$ cat src/rtl/lvdc_din_tx.sv
// Serial word transmitter for the LVDC DIN line: lead-in, MSB-first data,
// odd parity, terminate strobe and an end-of-transfer pulse. Freezable by HOLD.
module lvdc_din_tx #(
  parameter int WORD_W  = 26,
  parameter int DIV     = 4,
  parameter int INTC_EN = 1
) (
  input  logic              CLK,
  input  logic              RST,
  input  logic              START,
  input  logic [WORD_W-1:0] WORD,
  input  logic              HOLD,
  output logic              DIN,
  output logic              DATAV,
  output logic              TER,
  output logic              INTCV,
  output logic              BUSY,
  output logic              DONE
);

  typedef enum logic [2:0] {
    S_IDLE, S_LEAD, S_SHIFT, S_PARITY, S_TERM, S_FINISH
  } state_t;

  localparam int CNT_W = (DIV > 1) ? $clog2(DIV) : 1;
  localparam int BIT_W = $clog2(WORD_W + 1);
  localparam logic [CNT_W-1:0] CNT_LAST = CNT_W'(DIV - 1);
  localparam logic [BIT_W-1:0] BIT_LAST = BIT_W'(WORD_W - 1);

  // Parity bit that makes the total number of ones over data+parity odd.
  function automatic logic odd_parity(input logic [WORD_W-1:0] w);
    return ~(^w);
  endfunction

  state_t            state_q, state_d;
  logic [CNT_W-1:0]  cnt_q, cnt_d;
  logic [BIT_W-1:0]  bit_q, bit_d;
  logic [WORD_W-1:0] sh_q, sh_d;
  logic              par_q, par_d;
  logic              din_q, din_d;
  logic              datav_q, datav_d;
  logic              ter_q, ter_d;
  logic              intcv_q, intcv_d;
  logic              busy_q, busy_d;
  logic              done_q, done_d;
  logic              tick;

  // State and output registers
  always_ff @(posedge CLK) begin
    if (RST) begin
      state_q <= S_IDLE;
      cnt_q   <= '0;
      bit_q   <= '0;
      sh_q    <= '0;
      par_q   <= 1'b0;
      din_q   <= 1'b0;
      datav_q <= 1'b0;
      ter_q   <= 1'b0;
      intcv_q <= 1'b0;
      busy_q  <= 1'b0;
      done_q  <= 1'b0;
    end else begin
      state_q <= state_d;
      cnt_q   <= cnt_d;
      bit_q   <= bit_d;
      sh_q    <= sh_d;
      par_q   <= par_d;
      din_q   <= din_d;
      datav_q <= datav_d;
      ter_q   <= ter_d;
      intcv_q <= intcv_d;
      busy_q  <= busy_d;
      done_q  <= done_d;
    end
  end

  assign tick = (cnt_q == CNT_LAST) && !HOLD;

  // Next state: the bit timer gates every advance; HOLD stalls it.
  always_comb begin
    state_d = state_q;
    cnt_d   = cnt_q;
    bit_d   = bit_q;
    sh_d    = sh_q;
    par_d   = par_q;
    unique case (state_q)
      S_IDLE: begin
        if (START) begin
          sh_d    = WORD;
          par_d   = odd_parity(WORD);
          cnt_d   = '0;
          bit_d   = '0;
          state_d = S_LEAD;
        end
      end
      S_LEAD, S_SHIFT, S_PARITY, S_TERM: begin
        if (!HOLD) cnt_d = (cnt_q == CNT_LAST) ? '0 : cnt_q + CNT_W'(1);
        if (tick) begin
          unique case (state_q)
            S_LEAD:   state_d = S_SHIFT;
            S_SHIFT: begin
              if (bit_q == BIT_LAST) begin
                bit_d   = '0;
                state_d = S_PARITY;
              end else begin
                bit_d = bit_q + BIT_W'(1);
                sh_d  = sh_q << 1;
              end
            end
            S_PARITY: state_d = S_TERM;
            default:  state_d = S_FINISH;
          endcase
        end
      end
      S_FINISH: state_d = S_IDLE;
      default:  state_d = S_IDLE;
    endcase
  end

  // Outputs are decoded from the next state so they land in flops.
  always_comb begin
    din_d   = 1'b0;
    datav_d = 1'b0;
    ter_d   = 1'b0;
    intcv_d = 1'b0;
    done_d  = 1'b0;
    busy_d  = (state_d != S_IDLE);
    unique case (state_d)
      S_LEAD:   datav_d = 1'b1;
      S_SHIFT: begin
        datav_d = 1'b1;
        din_d   = sh_d[WORD_W-1];
      end
      S_PARITY: begin
        datav_d = 1'b1;
        din_d   = par_d;
      end
      S_TERM:   ter_d = 1'b1;
      S_FINISH: begin
        done_d  = 1'b1;
        intcv_d = (INTC_EN != 0);
      end
      default:  ;
    endcase
  end

  assign DIN   = din_q;
  assign DATAV = datav_q;
  assign TER   = ter_q;
  assign INTCV = intcv_q;
  assign BUSY  = busy_q;
  assign DONE  = done_q;

endmodule

$ cat config.mk
export PLATFORM = sky130hd
export DESIGN_NAME = lvdc_din_tx
export DESIGN_NICKNAME = d
export VERILOG_FILES = /design/src/rtl/lvdc_din_tx.sv
export SDC_FILE = /design/constraint.sdc
export NUM_CORES = 1
export LEC_CHECK = 0
export CORE_ASPECT_RATIO = 0.8
export CORE_UTILIZATION = 45
export DETAILED_ROUTE_END_ITERATION = 12
export GPL_TIMING_DRIVEN = 0
export PLACE_DENSITY = 0.68
export SLEW_MARGIN = 0
export SYNTH_ARGS = -nofsm -noshare
export SYNTH_HDL_FRONTEND = slang
export SYNTH_SLANG_ARGS = --single-unit
$ cat constraint.sdc
create_clock -name CLK -period 1.9 [get_ports CLK]
set_input_delay 0.475 -clock CLK [delete_from_list [all_inputs] [get_ports CLK]]
set_output_delay 0.475 -clock CLK [all_outputs]
set_load 0.01 [all_outputs]
-- Yosys cells after proc, flatten, opt, wreduce, memory -nomap -nowiden
Index checks and enable logic that the tools add are counted.
- $add $sub $neg: 2
- equality and inequality tests: 16
- bitwise logic cells: 1
- multiplexer cells: 25
- reductions and logical operators: 11
- operator list (cell ; count):
    $mux W26 ; 4
    $pmux W26 S2 ; 1
    $reduce_xor A26 Y1 ; 1
    $mux W5 ; 4
    $eq A3 B2 Y1 const B ; 4
    $ne A2 B2 Y1 const B ; 5
    $pmux W5 S2 ; 1
    $eq A3 B3 Y1 const B ; 3
    $mux W3 ; 3
    $pmux W3 S3 ; 1
    $eq A3 B1 Y1 const B ; 2
    $mux W2 ; 3
    $pmux W3 S2 ; 1
    $add A5 B1 Y5 const B ; 1
    $eq A5 B5 Y1 const B ; 1
    $mux W1 ; 5
    $reduce_and A5 Y1 ; 1
    $pmux W2 S2 ; 1
    $reduce_and A4 Y1 ; 1
    $reduce_or A4 Y1 ; 1
    $logic_not A3 Y1 ; 1
    $reduce_and A3 Y1 ; 1
    $reduce_bool A3 Y1 ; 1
    $reduce_or A3 Y1 ; 1
    7 further kinds ; 7
- logic and storage cells: 66
- output and inout bits: 6
- input port bits: 30
- flip-flop bits (word level): 42

-- Longest topological paths before layout
- word-level depth: 8
- gate-level depth with buffers: 9
- mapped depth without buffers: 7

-- Least setup slack after synthesis
No wires, ideal clock.
- path type: input port to flip-flop
- start point: input port WORD[1]
- end point: register par_q
- setup time: 84 ps
- arrival time: 1672 ps
- path slack: 143 ps
- cell stages on the path: 5
- path buffers: 0
- cells stage by stage: xnor2_1 xnor2_1 xnor3_1 xnor3_1 o31ai_2
- word-level cells in the longest chain between the ends: 4
- RTL lines (item ; line ; RTL):
    from (decl) ; 11 ; input logic [WORD_W-1:0] WORD,
    $reduce_xor A26 Y1 ; 32 ; return ~(^w);
    $not A1 Y1 ; 32 ;
    $mux W1 ; 88 ; if (START) begin
    $mux W1 ; 86 ; unique case (state_q)
    to (signal assigned) ; 67 ; par_q <= par_d;
    to (decl) ; 39 ; logic par_q, par_d;
No other way between the ends.
A chain may end at the register's enable or synchronous reset.

-- Worst setup path after layout
- start point: input port WORD[8]
- end point: register par_q
Same word-level chain as after synthesis.

==> impl_metrics.py <==
metrics = {
    "power_and_ir_drop": {
        "fin_total_pwr_w": 0.00228,
        "p_clk_share_pct": 38.2,
        "pwr_density_cell_nw_per_um2": 848,
        "pwr-share-comb_pct": 19.8,
        "ir_drop_uv": 653,
        "leakagePower_nw": 1.10,
        "netSwitchingPower_w": 0.000535,
        "switching_share_pct": 23.4,
        "p_int_w": 0.00175,
        "seq_power_share_pct": 42.0,
    },
    "floorplanning": {
        "rows": 21,
        "dieWidth_microns": 76.3,
        "dieArea_sq_um": 4690,
        "start_util_pct": 47.3,
        "io_pins": 36,
        "die_h_microns": 61.5,
        "core_area_sq_um": 4200,
    },
    "logic_synthesis": {
        "synth_area_sq_um": 1990,
        "syn-num-nets": 255,
        "syn_inst": 222,
        "yosys_warnings": 0,
        "async_flop_share_pct": 0,
        "synth-seq-cells": 42,
        "synth.avg_cell_area_sq_um": 8.96,
        "synth_ff_type": "dfxtp_1",
        "ys_seq_area_share_pct": 42.3,
        "synth_area_leaders": "dfxtp_1 42%, xnor2_1 9.7%, a22oi_1 9.1%, a21oi_1 7.3%, nand2_1 5.5%",
        "yosys.area.top_type": "dfxtp_1",
        "synth_top_cell_area_share_pct": 42.3,
        "synth_edf_count": 0,
        "synth.distinct_cells": 34,
    },
    "final_layout": {
        "diodes": 0,
        "drive_gt1_share_pct": 14.8,
        "area_growth_pct": 35.5,
        "nets": 303,
    },
    "run": {
        "maxCapViolations": 0,
    },
    "clock_network": {
        "cts.sinks": 42,
        "htree_levels": 2,
        "hold_buffers": 0,
        "clockRootBuffer": "clkbuf_8",
        "cts_tree": "built",
        "clk_latency_ns": 0.30,
        "path_clk_slew_ns": 0.08,
        "cts_made_buffers": 5,
        "cts_buffer_depth": 2,
    },
    "placed_design": {
        "gp_congestion": 0.740,
        "post-dp-hpwl_mm": 3.08,
        "io_buffers": 34,
    },
    "timing": {
        "rsz0062_at_grt": "true",
        "finalMaxSlewViolations": 0,
        "min_period_over_period_pct": 98.2,
        "setup_viol": 0,
        "finalCriticalPeriod_ns": 1.87,
        "hold_violations": 0,
        "tightest_slew_ns": 0.473,
        "skew_ns": 0.00443,
        "relSlewSlack_pct": 68.5,
        "tns_ns": 0,
        "max_freq_mhz": 536,
    },
    "global_routing": {
        "antenna_found_initial": 0,
        "grt_pass1_wl_mm": 7.16,
        "grt_use_total_pct": 19.9,
        "grt.overflow.total": 0,
        "grt_pass1_vias": 1495,
        "grt_max_degree": 14,
    },
    "worst_setup_path": {
        "critical_path_class": "input port to flip-flop",
        "path_buf_inv": 1,
        "cp_slowest_stage_delay_ns": 0.50,
        "start_kind": "input port",
        "crit_family": "XOR/XNOR gates",
        "required_ns": 2.12,
        "worstPathArrival_ns": 2.09,
        "worstSetupEndpointType": "flip-flop",
        "cp_cell_sequence": "clkdlybuf4s50_1 -> xnor2_1 -> xnor2_1 -> xnor2_1 -> xnor3_1 -> o31ai_2",
        "timing.rr.start": "bit_q[1]$_SDFFE_PP0P_",
        "r2r-end": "sh_q[18]$_SDFFE_PP0P_",
        "crit_fanout": 2,
        "crit_path_frequent_cell": "xnor2_1",
        "ff2ff_path_depth": 8,
        "reg2reg_slack_ns": 0.15,
        "slowest_stage": "clkdlybuf4s50_1",
    },
    "routing": {
        "wirelength_mm": 4.49,
        "route.detailed.drc": 0,
        "viasPerCell": 5.22,
        "final_antenna_net_count": 0,
        "drt_iter0_drc": 130,
        "dr.pass1.iters": 4,
        "wl_per_cell_microns": 13.7,
        "vias": 1713,
    },
    "status": {
        "outcome": "completed",
    },
    "hold_path": {
        "hold_path_depth": 2,
        "hp-start": "sh_q[1]$_SDFFE_PP0P_",
        "hold-path-endpoint": "sh_q[1]$_SDFFE_PP0P_",
        "hp-class": "flip-flop to flip-flop",
    },
}
## power groups by stage
| stage | registers (W) | clock network (W) | logic, W |
|---|---|---|---|
| finish | 0.000959 | 0.000874 | 0.000452 |
| CTS | 0.000958 | 0.000884 | 0.000427 |
| floorplan | 0.000974 | 0 | 0.000282 |
| detailed placement | 0.000979 | 0 | 0.000417 |
| global placement | 0.000977 | 0 | 0.000416 |
| global route | 0.000964 | 0.000921 | 0.000488 |
## state kept, by name, indices dropped and copies added, names as in the netlist, 2 cells and up
signal,cells
bit_q,5
cnt_q,2
sh_q,26
state_q,3
## through the flow
stage / instance area [sq um] / hold WS (ns) / utilization (%) / setup WS (ns) / std cells
after floorplan: 1990 / 0.436 / - / 0.143 / 222
after global placement: 2400 / 0.441 / 57.1 / -0.506 / 313
after detailed placement: 2400 / 0.446 / 57.1 / -0.515 / 313
after CTS: 2590 / 0.460 / 61.7 / -0.0167 / 325
after global routing: 2700 / 0.483 / 64.1 / -0.0188 / 328
final: 2700 / 0.459 / 64.1 / 0.0338 / 328
## placed cells by master, fill, tap and decap left out, types with 5 or more instances in the layout
cell type	count
nand2_1	29
xnor2_1	17
dlymetal6s2s_1	10
xnor2_2	5
a21oi_1	28
a22oi_1	23
dfxtp_1	41
nor2_1	11
xor2_1	5
clkbuf_8	6
buf_2	5
buf_4	10
nand3_1	5
clkdlybuf4s50_1	21
## metal layers
metal  wire (microns)  global-route usage, %  vias to the layer above
met5                0                      0                        -
met4               21                   7.42                        0
met3              228                   4.44                        2
met2             1880                   29.0                       32
met1             2360                   28.7                      805
li1                 -                      -                      874
## synthesized netlist by cell type, drive strengths merged, types with 3 or more instances
cell / instances
nand2b: 4
a21oi: 29
clkbuf: 4
ha: 3
inv: 3
a22oi: 24
buf: 11
xnor2: 22
nor2: 12
xor2: 5
nand3: 5
nand2: 29
nand3b: 3
dfxtp: 42
## kinds of logic after synthesis
family,after synthesis,synth area share [%]
buffers and inverters,18,4.21
adders and majority gates,3,1.89
DFF,42,42.3
and+or+nand+nor,67,17.2
AOI/OAI and AO/OA,63,20.3
xor gates and xnor gates,29,14.2
## cell type report
type,instances,area (sq um)
Tap cell,57,71.3
Sequential cell,42,842
Clock buffer,6,82.6
Inverter,3,11.3
Fill cell,368,1510
Clock inverter,2,60.1
Multi-Input combinational cell,162,1120
Timing Repair Buffer,42,419
Buffer,14,87.6
## repair_timing
| action | in CTS | in global routing |
|---|---|---|
| endpoints found under the setup margin | 23 | 26 |
| gates resized for setup | 12 | 21 |
| pin swaps | 5 | 12 |
| cloned | 1 | 1 |
| buffers inserted | 3 | 3 |
## worst reg2reg max path: stages (launching register included)
cell and delay, ns:
dfxtp_1 0.33, inv_1 0.08, ha_1 0.15, nand4b_1 0.18, and3_2 0.33, nor2_4 0.21
buf_2 0.20, nand2_1 0.06, a21oi_1 0.13
## how the worst max path moves through the flow
stage,from,endpoint,slack [ns],cells after the start
floorplan,WORD[1],par_q$_SDFF_PP0_,0.14,5
global placement,WORD[1],par_q$_SDFF_PP0_,-0.51,6
detailed placement,WORD[1],par_q$_SDFF_PP0_,-0.51,6
CTS,WORD[3],par_q$_SDFF_PP0_,-0.02,6
global route,WORD[8],par_q$_SDFF_PP0_,-0.02,6
finish,WORD[8],par_q$_SDFF_PP0_,0.03,6
Power figures use the tool's default switching activity.
